`config.mk`:
```
export PLATFORM = sky130hd
export DESIGN_NAME = ex_result_stage_flat
export DESIGN_NICKNAME = d
export VERILOG_FILES = /design/src/rtl/alu_pkg.sv /design/src/rtl/ex_result_stage_if.sv /design/src/rtl/result_fifo2.sv /design/src/rtl/ex_result_stage.sv /design/src/flat_wrapper.sv
export SDC_FILE = /design/constraint.sdc
export NUM_CORES = 1
export LEC_CHECK = 0
export BUFFER_PORTS_ARGS = -buffer_cell sky130_fd_sc_hd__buf_2
export CORE_AREA = 2 2 96 52
export CTS_CLUSTER_DIAMETER = 80
export CTS_CLUSTER_SIZE = 30
export DETAILED_ROUTE_END_ITERATION = 8
export DIE_AREA = 0 0 98 54
export PLACE_DENSITY = 0.77
export SLEW_MARGIN = 40
export SYNTH_ARGS = -nofsm -noshare
export SYNTH_HDL_FRONTEND = slang
export SYNTH_HIERARCHICAL = 1
export SYNTH_SLANG_ARGS = --single-unit
```
`constraint.sdc`:
```
create_clock -name clk -period 5.85 [get_ports clk]
set_clock_uncertainty 0.1 [all_clocks]
set_input_delay 0.2925 -clock clk [delete_from_list [all_inputs] [get_ports clk]]
set_output_delay 0.2925 -clock clk [all_outputs]
set_load 0.01 [all_outputs]
```
`src/rtl/alu_pkg.sv`:
```
// Definitions shared by the ALU and the result stage: datapath widths,
// opcode encodings and NZCV flag bit positions.
package alu_pkg;

    localparam int WORD_W = 16;
    localparam int RD_W   = 4;

    localparam logic [4:0] OP_ADD = 5'b00000;
    localparam logic [4:0] OP_SUB = 5'b00001;
    localparam logic [4:0] OP_AND = 5'b00010;
    localparam logic [4:0] OP_OR  = 5'b00011;
    localparam logic [4:0] OP_XOR = 5'b00100;
    localparam logic [4:0] OP_CMP = 5'b01111;

    localparam int FLAG_N = 3;
    localparam int FLAG_Z = 2;
    localparam int FLAG_C = 1;
    localparam int FLAG_V = 0;

    // CMP computes flags only; it never produces a register write.
    function automatic logic is_cmp(input logic [4:0] op);
        return op == OP_CMP;
    endfunction

endpackage

```
`src/rtl/ex_result_stage_if.sv`:
```
// Bus between the ALU, the result stage and the register-file writeback
// port. The slave modport is the stage's view; master is the environment.
interface ex_result_stage_if
    import alu_pkg::*;
#(
    parameter int WORD_W = alu_pkg::WORD_W,
    parameter int RD_W   = alu_pkg::RD_W
);
    logic              in_valid;
    logic              in_ready;
    logic [4:0]        in_op;
    logic [WORD_W-1:0] in_result;
    logic [3:0]        in_nzcv;
    logic [RD_W-1:0]   in_rd;
    logic              in_wb_en;
    logic              in_set_flags;
    logic              flush;
    logic              out_valid;
    logic              out_ready;
    logic [WORD_W-1:0] out_data;
    logic [RD_W-1:0]   out_rd;
    logic              out_wb_en;
    logic [3:0]        flags;

    modport slave (
        input  in_valid, in_op, in_result, in_nzcv, in_rd, in_wb_en,
               in_set_flags, flush, out_ready,
        output in_ready, out_valid, out_data, out_rd, out_wb_en, flags
    );

    modport master (
        output in_valid, in_op, in_result, in_nzcv, in_rd, in_wb_en,
               in_set_flags, flush, out_ready,
        input  in_ready, out_valid, out_data, out_rd, out_wb_en, flags
    );

endinterface

```
`src/rtl/result_fifo2.sv`:
```
// Two-entry register FIFO with occupancy count and flush. Ready depends
// only on registered state, so there is no path from pop_ready to push_ready.
module result_fifo2 #(
    parameter int W     = 21,
    parameter int DEPTH = 2
) (
    input  logic         clk,
    input  logic         rst,
    input  logic         flush,
    input  logic         push_valid,
    output logic         push_ready,
    input  logic [W-1:0] push_data,
    output logic         pop_valid,
    input  logic         pop_ready,
    output logic [W-1:0] pop_data
);
    localparam int CNT_W = $clog2(DEPTH + 1);

    logic [W-1:0]     mem [2];
    logic             wptr;
    logic             rptr;
    logic [CNT_W-1:0] count;
    logic             live;
    logic             push;
    logic             pop;

    // live holds push_ready low while in reset and for the reset edge itself.
    assign push_ready = live && (count != CNT_W'(DEPTH));
    assign pop_valid  = (count != '0);
    assign pop_data   = mem[rptr];
    assign push       = push_valid && push_ready;
    assign pop        = pop_valid && pop_ready;

    // Storage, pointers and count; flush drops everything, including a same-cycle push.
    always_ff @(posedge clk) begin
        if (rst) begin
            count  <= '0;
            wptr   <= 1'b0;
            rptr   <= 1'b0;
            live   <= 1'b0;
            mem[0] <= '0;
            mem[1] <= '0;
        end else begin
            live <= 1'b1;
            if (flush) begin
                count <= '0;
                wptr  <= 1'b0;
                rptr  <= 1'b0;
            end else begin
                if (push) begin
                    mem[wptr] <= push_data;
                    wptr      <= ~wptr;
                end
                if (pop) begin
                    rptr <= ~rptr;
                end
                count <= count + CNT_W'(push) - CNT_W'(pop);
            end
        end
    end

endmodule

```
`src/rtl/ex_result_stage.sv`:
```
// Result stage after the ALU: owns the architectural NZCV register and
// queues results toward register-file writeback.
module ex_result_stage
    import alu_pkg::*;
#(
    parameter int WORD_W = alu_pkg::WORD_W,
    parameter int RD_W   = alu_pkg::RD_W,
    parameter int DEPTH  = 2
) (
    input logic              clk,
    input logic              rst,
    ex_result_stage_if.slave bus
);
    localparam int ENTRY_W = WORD_W + RD_W + 1;

    logic               accept;
    logic               wb_en_eff;
    logic               in_ready_w;
    logic               out_valid_w;
    logic [ENTRY_W-1:0] head;
    logic [3:0]         flags_q;

    assign accept    = bus.in_valid && in_ready_w;
    assign wb_en_eff = bus.in_wb_en && !is_cmp(bus.in_op);

    // Flags follow every accepted flag-setting op or CMP, even when a flush drops the entry.
    always_ff @(posedge clk) begin
        if (rst) begin
            flags_q <= 4'b0000;
        end else if (accept && (bus.in_set_flags || is_cmp(bus.in_op))) begin
            flags_q <= bus.in_nzcv;
        end
    end

    result_fifo2 #(
        .W     (ENTRY_W),
        .DEPTH (DEPTH)
    ) u_fifo (
        .clk        (clk),
        .rst        (rst),
        .flush      (bus.flush),
        .push_valid (bus.in_valid),
        .push_ready (in_ready_w),
        .push_data  ({bus.in_result, bus.in_rd, wb_en_eff}),
        .pop_valid  (out_valid_w),
        .pop_ready  (bus.out_ready),
        .pop_data   (head)
    );

    assign bus.in_ready  = in_ready_w;
    assign bus.out_valid = out_valid_w;
    assign bus.out_data  = head[ENTRY_W-1 -: WORD_W];
    assign bus.out_rd    = head[RD_W:1];
    assign bus.out_wb_en = head[0];
    assign bus.flags     = flags_q;

endmodule

```
`src/flat_wrapper.sv`:
```
// flat-port wrapper written by rule: the top's interface ports become plain ports
module ex_result_stage_flat import alu_pkg::*;
#(
    parameter int WORD_W = alu_pkg::WORD_W,
    parameter int RD_W   = alu_pkg::RD_W,
    parameter int DEPTH  = 2
)
  (clk, rst, bus_in_valid, bus_in_op, bus_in_result, bus_in_nzcv, bus_in_rd, bus_in_wb_en, bus_in_set_flags, bus_flush, bus_out_ready, bus_in_ready, bus_out_valid, bus_out_data, bus_out_rd, bus_out_wb_en, bus_flags);
  ex_result_stage_if #(.WORD_W(WORD_W), .RD_W(RD_W)) bus_i ();
  input logic clk;
  input logic rst;
  input wire logic [$bits(bus_i.in_valid)-1:0] bus_in_valid;
  input wire logic [$bits(bus_i.in_op)-1:0] bus_in_op;
  input wire logic [$bits(bus_i.in_result)-1:0] bus_in_result;
  input wire logic [$bits(bus_i.in_nzcv)-1:0] bus_in_nzcv;
  input wire logic [$bits(bus_i.in_rd)-1:0] bus_in_rd;
  input wire logic [$bits(bus_i.in_wb_en)-1:0] bus_in_wb_en;
  input wire logic [$bits(bus_i.in_set_flags)-1:0] bus_in_set_flags;
  input wire logic [$bits(bus_i.flush)-1:0] bus_flush;
  input wire logic [$bits(bus_i.out_ready)-1:0] bus_out_ready;
  output wire logic [$bits(bus_i.in_ready)-1:0] bus_in_ready;
  output wire logic [$bits(bus_i.out_valid)-1:0] bus_out_valid;
  output wire logic [$bits(bus_i.out_data)-1:0] bus_out_data;
  output wire logic [$bits(bus_i.out_rd)-1:0] bus_out_rd;
  output wire logic [$bits(bus_i.out_wb_en)-1:0] bus_out_wb_en;
  output wire logic [$bits(bus_i.flags)-1:0] bus_flags;
  assign bus_i.in_valid = bus_in_valid;
  assign bus_i.in_op = bus_in_op;
  assign bus_i.in_result = bus_in_result;
  assign bus_i.in_nzcv = bus_in_nzcv;
  assign bus_i.in_rd = bus_in_rd;
  assign bus_i.in_wb_en = bus_in_wb_en;
  assign bus_i.in_set_flags = bus_in_set_flags;
  assign bus_i.flush = bus_flush;
  assign bus_i.out_ready = bus_out_ready;
  assign bus_in_ready = bus_i.in_ready;
  assign bus_out_valid = bus_i.out_valid;
  assign bus_out_data = bus_i.out_data;
  assign bus_out_rd = bus_i.out_rd;
  assign bus_out_wb_en = bus_i.out_wb_en;
  assign bus_flags = bus_i.flags;
  ex_result_stage #(.WORD_W(WORD_W), .RD_W(RD_W), .DEPTH(DEPTH)) u_core (.clk(clk), .rst(rst), .bus(bus_i));
endmodule
```
==> results of run 1 <==
[cell type report]
| cell class | instances | area share [%] |
|---|---|---|
| clock buffers | 6 | 2.941 |
| repair buffers | 62 | 11.05 |
| clock inverters | 2 | 1.381 |
| flip-flops and latches | 52 | 52.09 |
| inverters | 3 | 0.4011 |
| well taps | 60 | 2.674 |
| multi-input cells | 101 | 29.46 |
[layout by cell type (no fill, tap or decap), drive strengths merged]
cell type	count
a21o	2
and2	4
and3	43
buf	62
bufinv	1
clkbuf	6
clkinv	1
dfxtp	10
edfxtp	42
ha	2
inv	3
mux2	22
mux2i	4
nand2	1
nand2b	9
nand3	1
nand3b	1
nand4	1
nor2	1
nor3	3
o21a	2
o21ai	1
or2	1
xnor2	3
[cells by family after synthesis]
group,Yosys count
AO/OA/AOI/OAI,5
multiplexers,26
flip-flops,52
XOR/XNOR,3
buffers and inverters,14
AND/OR/NAND/NOR,65
adder cells (fa/ha/maj),2
[per-layer routing]
| metal | share of wire [%] | up-vias |
|---|---|---|
| li1 | - | 730 |
| met2 | 44 | 41 |
| met1 | 51 | 698 |
| met5 | 0 | - |
| met4 | 0.43 | 0 |
| met3 | 5.4 | 2 |
[per-stage QoR]
stage	cells	util [%]	hold WS, ns	cell area, um2
after floorplan	167	-	0.2490	2376
after global placement	278	58.54	0.3641	2676
after detailed placement	278	58.73	0.3663	2685
after CTS	286	61.38	0.1272	2806
after global routing	286	61.41	0.1284	2808
final	286	61.41	0.1331	2808
[how the worst min path moves through the flow]
stage	startpoint	to	slack, ns	cells after the start
2_1_floorplan	rst	u_core/u_fifo/live	0.25	1
3_3_place_gp	u_core/bus.flags[0]	u_core/bus.flags[0]	0.36	2
3_5_place_dp	u_core/bus.flags[1]	u_core/bus.flags[1]	0.37	2
4_1_cts	bus_flush	flip-flop	0.13	2
5_1_grt	bus_flush	flip-flop	0.13	2
6_report	bus_flush	flip-flop	0.13	2
[state kept, by name, summed over array words and instances, names as in the netlist, named ones only]
register,count
u_core/u_fifo/count,2
u_core/u_fifo/rptr,1
u_core/u_fifo/wptr,1
u_core/u_fifo/mem,42
u_core/bus.flags,4
u_core/u_fifo/live,1
[power breakdown]
part           internal [W]  switching [W]  leakage, nW   total, W
Sequential         0.000414     0.00000529        0.518   0.000419
Clock              0.000140       0.000112       0.0614   0.000251
Combinational     0.0000312      0.0000364        0.748  0.0000675
==> impl_metrics.env, run 1 <==
export IMPL_drt_drc_violations_left=0
export IMPL_timing_critical_path_to="u_core/u_fifo/count[1]"
export IMPL_detailed_place_hpwl_mm=2.767
export IMPL_antenna_found_initial=0
export IMPL_synth_compound_area_share_pct=1.948
export IMPL_worstReg2RegEnd="u_core/u_fifo/count[1]"
export IMPL_outcome="finished, final reports clean"
export IMPL_clock_tree_from_tritoncts="yes"
export IMPL_synth_ff_latch_count=52
export IMPL_synth_top_area_share_pct=53.08
export IMPL_dominant_synthesized_flop_cell="edfxtp_1"
export IMPL_fill_cells=370
export IMPL_synth_sequential_area_ratio_pct=61.51
export IMPL_postCtsSetupRepairBufs=0
export IMPL_worst_case_clock_buffer_depth=2
export IMPL_yosys_cell_types_count=28
export IMPL_worst_slew_margin_rel_pct=49.06
export IMPL_io_pins=63
export IMPL_drt_pass1_iter_count=4
export IMPL_clkTransAtPathRegs_ns=0.08
export IMPL_cts_inserted_buffers=5
export IMPL_critical_path_max_fanout=46
export IMPL_slew_worst_pin_ns=0.7617
export IMPL_synth_top_family_by_area="simple AND/OR/NAND/NOR gates"
export IMPL_die_height_um=54
export IMPL_worst_skew_late_latency_ns=0.29
export IMPL_crit_chain="nand2b_1 -> and3_4 -> inv_1 -> ha_1 -> inv_1 -> ha_1 -> xnor2_1 -> xnor2_1 -> and2_1"
export IMPL_globalRouteMet2Util_pct=27.17
export IMPL_timing_reg2reg_worst_path_depth=9
export IMPL_pwr_density_cell_mw_per_mm2=262.9
export IMPL_syn_area_mm2=0.002376
export IMPL_maximum_number_of_pins_on_one_net_before_global_route_repair=47
export IMPL_reg2reg_slack_ns=3.72
export IMPL_max_freq_mhz=469.7
export IMPL_dr_total_vias=1471
export IMPL_static_leak_nw=1.327
export IMPL_placeable_core_region_mm2=0.004572
export IMPL_crit_path_end_kind="flip-flop"
export IMPL_port_buffers=62
export IMPL_flow_area_growth_from_synthesis_pct=18.17
export IMPL_synthesis_nets=205
export IMPL_multi_input_comb_area_um2=827.0
export IMPL_maximum_capacitance_violations=0
export IMPL_synth_enable_flop_cells=42
export IMPL_global_route_usage_total_pct=16.59
export IMPL_die_area_mm2=0.005292
export IMPL_clk_root_buffer_cell="clkbuf_8"
export IMPL_period_share_pct=36.40
export IMPL_hold_viol_final=0
export IMPL_placer_s_final_routability_congestion_estimate=0.7823
export IMPL_cts_sink_count=52
export IMPL_hold_class="primary input to flip-flop"
export IMPL_synth_instances=167
export IMPL_layout_min_cycle_time_ns=2.129
export IMPL_final_nets=263
export IMPL_timing_critical_path_arrival_ns=2.22
export IMPL_synth_area_leaders="edfxtp_1 53%, and3_1 11%, mux2_2 10%"
export IMPL_wire_length_of_the_first_global_routing_pass_mm=6.734
export IMPL_grt_overflow_total=0
export IMPL_drt_iter0_markers=44
export IMPL_avgRoutedWirePerCell_um=14.51
export IMPL_route_detailed_vias_per_inst=5.143
export IMPL_setup_violations=0
export IMPL_crit_required_ns=5.94
export IMPL_dp_worst_setup_slack_ns=3.447
export IMPL_synth_simple_gate_area_share_pct=18.06
export IMPL_crit_path_top_delay_cell="and3_4"
export IMPL_grt_pass1_vias=1443
export IMPL_drv_slew=0
export IMPL_avgSynthCellArea_um2=14.23
export IMPL_start_util_pct=51.97
export IMPL_synth_xor_area_share_pct=1.106
export IMPL_synth_async_sr_flop_share_pct=0
export IMPL_rsz0062_at_grt="no"
export IMPL_met3_usage_pct=4.416
export IMPL_setup_tns_final_ns=0
export IMPL_synth_largest_area_cell="edfxtp_1"
export IMPL_report_power_total_w=0.0007380
export IMPL_cp_num_buf_inv=2
export IMPL_grt_use_met1_pct=22.07
export IMPL_ys_warn_count=6
export IMPL_final_layout_size_suffix_gt1_share_pct=45.13
export IMPL_crit_path_launch_type="flip-flop"
export IMPL_total_number_of_cells_along_the_worst_setup_path=9
export IMPL_path_delay_family="simple AND/OR/NAND/NOR gates"
export IMPL_ys_top_cells_by_count="42 x and3_1, 42 x edfxtp_1, 21 x mux2_2"
export IMPL_antenna_diode_count=0
export IMPL_sequential_cell_area_mm2=0.001463
export IMPL_postLayoutSetupSlackWorst_ns=3.721
export IMPL_ant_nets=0
export IMPL_detail_route_wirelength_mm=4.150
export IMPL_hold_buffers=0
export IMPL_post_cts_resize_count=0
export IMPL_synthAdderAreaFrac_pct=1.053
export IMPL_floorplan_die_width_um=98
export IMPL_yosys_mux_area_fraction_pct=12.27
export IMPL_core_rowCount=18
export IMPL_regToRegStartpoint="u_core/u_fifo/count[0]"
export IMPL_ir_drop_mv=0.1914
export IMPL_slowest_cell_delay_on_critical_path_ns=0.44
export IMPL_top_usage_layer="met2"
export IMPL_timing_worst_setup_path_type="flip-flop to flip-flop"
export IMPL_cts_htree_levels=2
export IMPL_crit_path_start="u_core/u_fifo/count[0]"
Note: power is estimated with default switching activity, not from simulation.
==> run 2: changes to the inputs <==
- CORE_AREA: 2 2 96 52 -> 2 2 104 56
- DIE_AREA: 0 0 98 54 -> 0 0 106 58
- PLACE_DENSITY: 0.77 -> 0.7
- clock period: 5.85 -> 1.73 ns (I/O delays scaled with it)
==> impl_metrics.env, run 2 (synthesis gave the netlist of run 1 again) <==
export IMPL_grt_pass1_vias=1572
export IMPL_clock_tree_from_tritoncts="yes"
export IMPL_slew_worst_pin_ns=0.2534
export IMPL_clk_root_buffer_cell="clkbuf_8"
export IMPL_worstReg2RegEnd="u_core/u_fifo/count[1]"
export IMPL_drt_drc_violations_left=0
export IMPL_clkTransAtPathRegs_ns=0.09
export IMPL_crit_path_launch_type="flip-flop"
export IMPL_detail_route_wirelength_mm=4.902
export IMPL_crit_path_top_delay_cell="dfxtp_2"
export IMPL_cts_inserted_buffers=5
export IMPL_slowest_cell_delay_on_critical_path_ns=0.33
export IMPL_start_util_pct=45.23
export IMPL_final_layout_size_suffix_gt1_share_pct=46.69
export IMPL_final_common_cell="buf_2"
export IMPL_most_common_layout_cells="62 x buf_2, 42 x and3_1, 42 x edfxtp_1, 21 x mux2_2, 18 x dlygate4sd3_1"
export IMPL_cts_htree_levels=2
export IMPL_detailed_place_hpwl_mm=3.270
export IMPL_die_area_mm2=0.006148
export IMPL_setup_violations=1
export IMPL_failed_checks="negative setup slack"
export IMPL_route_detailed_vias_per_inst=4.812
export IMPL_dp_cells=301
export IMPL_drt_iter0_markers=61
export IMPL_hold_class="primary input to flip-flop"
export IMPL_timing_reg2reg_worst_path_depth=8
export IMPL_maximum_number_of_pins_on_one_net_before_global_route_repair=26
export IMPL_outcome="finished with violations"
export IMPL_core_rowCount=19
export IMPL_drv_slew=0
export IMPL_placeable_core_region_mm2=0.005254
export IMPL_flow_area_growth_from_synthesis_pct=32.44
export IMPL_final_cell_count_no_fill=330
export IMPL_timing_critical_path_arrival_ns=1.83
export IMPL_hold_path_depth=2
export IMPL_max_flop_register="u_core/u_fifo/mem"
export IMPL_regToRegStartpoint="u_core/u_fifo/count[0]"
export IMPL_maximum_capacitance_violations=0
export IMPL_pwr_density_cell_mw_per_mm2=755.2
export IMPL_wire_length_of_the_first_global_routing_pass_mm=7.776
export IMPL_cts_sink_count=52
export IMPL_ant_nets=0
export IMPL_global_route_usage_total_pct=17.06
export IMPL_grt_overflow_total=0
export IMPL_crit_chain="buf_4 -> o21a_1 -> ha_4 -> inv_2 -> ha_4 -> xnor2_2 -> xnor2_1 -> and2_1"
export IMPL_rsz0062_at_grt="yes"
export IMPL_ir_drop_mv=0.4109
export IMPL_antenna_diode_count=0
export IMPL_final_nets=294
export IMPL_placer_s_final_routability_congestion_estimate=0.7309
export IMPL_die_height_um=58
export IMPL_postLayoutSetupSlackWorst_ns=-0.0007356
export IMPL_setup_tns_final_ns=-0.0007356
export IMPL_critical_path_most_common_cell="ha_4"
export IMPL_hold_viol_final=0
export IMPL_drt_pass1_iter_count=4
export IMPL_worst_case_clock_buffer_depth=2
export IMPL_period_share_pct=100.0
export IMPL_avgRoutedWirePerCell_um=14.85
export IMPL_critical_path_max_fanout=3
export IMPL_layout_min_cycle_time_ns=1.731
export IMPL_finish_utilization_pct=59.90
export IMPL_max_freq_mhz=577.8
export IMPL_worst_slew_margin_rel_pct=83.04
export IMPL_hold_path_end="u_core/u_fifo/mem[0][17]"
export IMPL_crit_path_end_kind="flip-flop"
export IMPL_hold_start="bus_in_result[12]"
export IMPL_reg2reg_slack_ns=-0.0007
export IMPL_largest_register_ff_count=42
export IMPL_timing_worst_setup_path_type="flip-flop to flip-flop"
export IMPL_port_buffers=62
export IMPL_antenna_found_initial=0
export IMPL_floorplan_die_width_um=106
export IMPL_crit_required_ns=1.83
export IMPL_static_leak_nw=1.468
export IMPL_io_pins=63
export IMPL_dr_total_vias=1588
export IMPL_fill_cells=413
export IMPL_worst_skew_late_latency_ns=0.29
==> run 2: cell types whose count changed in the layout (fill, tap and decap cells not counted), sizes merged <==
cell,change
bufinv,-1
dlygate4sd3,+18
clkbuf,-1
clkinv,+2
buf,+13
==> run 2: worst max-delay path by stage <==
stage                                   to  cells past startpoint                   start
CTS                 u_core/u_fifo/count[1]                      9  u_core/u_fifo/count[0]
global route        u_core/u_fifo/count[1]                      9  u_core/u_fifo/count[0]
global placement    u_core/u_fifo/count[1]                      9  u_core/u_fifo/count[0]
detailed placement  u_core/u_fifo/count[1]                      9  u_core/u_fifo/count[0]
floorplan           u_core/u_fifo/count[1]                     11  u_core/u_fifo/count[0]
finish              u_core/u_fifo/count[1]                      8  u_core/u_fifo/count[0]
==> run 2: critical path, delay by kind of cell, from the launching register on <==
kind	cells	cell delay (ns)
buffers and inverters	2	0.17
xor gates and xnor gates	2	0.26
AOI/OAI and AO/OA	1	0.21
adders and majority gates	2	0.43
DFF	1	0.33
and+or+nand+nor	1	0.13
==> run 2: metal layers <==
layer	global-route usage, %	share of wire, %	routed length, um	up-vias
li1	-	-	-	793
met1	23.08	48	2346	743
met2	27.65	47	2284	50
met3	4.274	5.2	256	2
met4	5.451	0.29	14	0
met5	0	0	0	-
==> run 2: cell type report <==
class / count / area, um2 / share of cell area (%)
sequential: 52 / 1463 / 46.48
multi-input combinational: 101 / 860.8 / 27.36
timing repair buffer: 93 / 638.1 / 20.28
tap: 73 / 91.34 / 2.903
clock buffer: 5 / 68.82 / 2.187
clock inverter: 3 / 13.76 / 0.4374
inverter: 3 / 11.26 / 0.3579
==> run 2: stage by stage <==
| step | cell area (um2) | setup WS (ns) | hold WS, ns | power, W |
|---|---|---|---|---|
| floorplan | 2397 | -0.1783 | 0.04302 | 0.001582 |
| global placement | 2839 | 0.02147 | 0.2242 | 0.001705 |
| detailed placement | 2839 | -0.02551 | 0.2309 | 0.001712 |
| CTS | 3137 | 0.003931 | 0.001077 | 0.002389 |
| global route | 3147 | -0.06202 | 0.008045 | 0.002478 |
| finish | 3147 | -0.0007356 | 0.004133 | 0.002377 |
==> run 2: report_power, final <==
group	total [W]	internal, W	leakage [nW]	switching (W)
combinational	0.000311	0.000165	0.905	0.000145
clock	0.000652	0.000275	0.0453	0.000376
sequential	0.00141	0.00140	0.518	0.0000157
==> run 2: what timing repair did <==
| item | CTS | global route |
|---|---|---|
| endpoints found under the hold margin | 26 | 0 |
| buffers inserted | 3 | 0 |
| setup endpoints to repair | 1 | 1 |
| pin swaps | 3 | 1 |
| resized for setup | 2 | 1 |
| hold buffers | 18 | 0 |
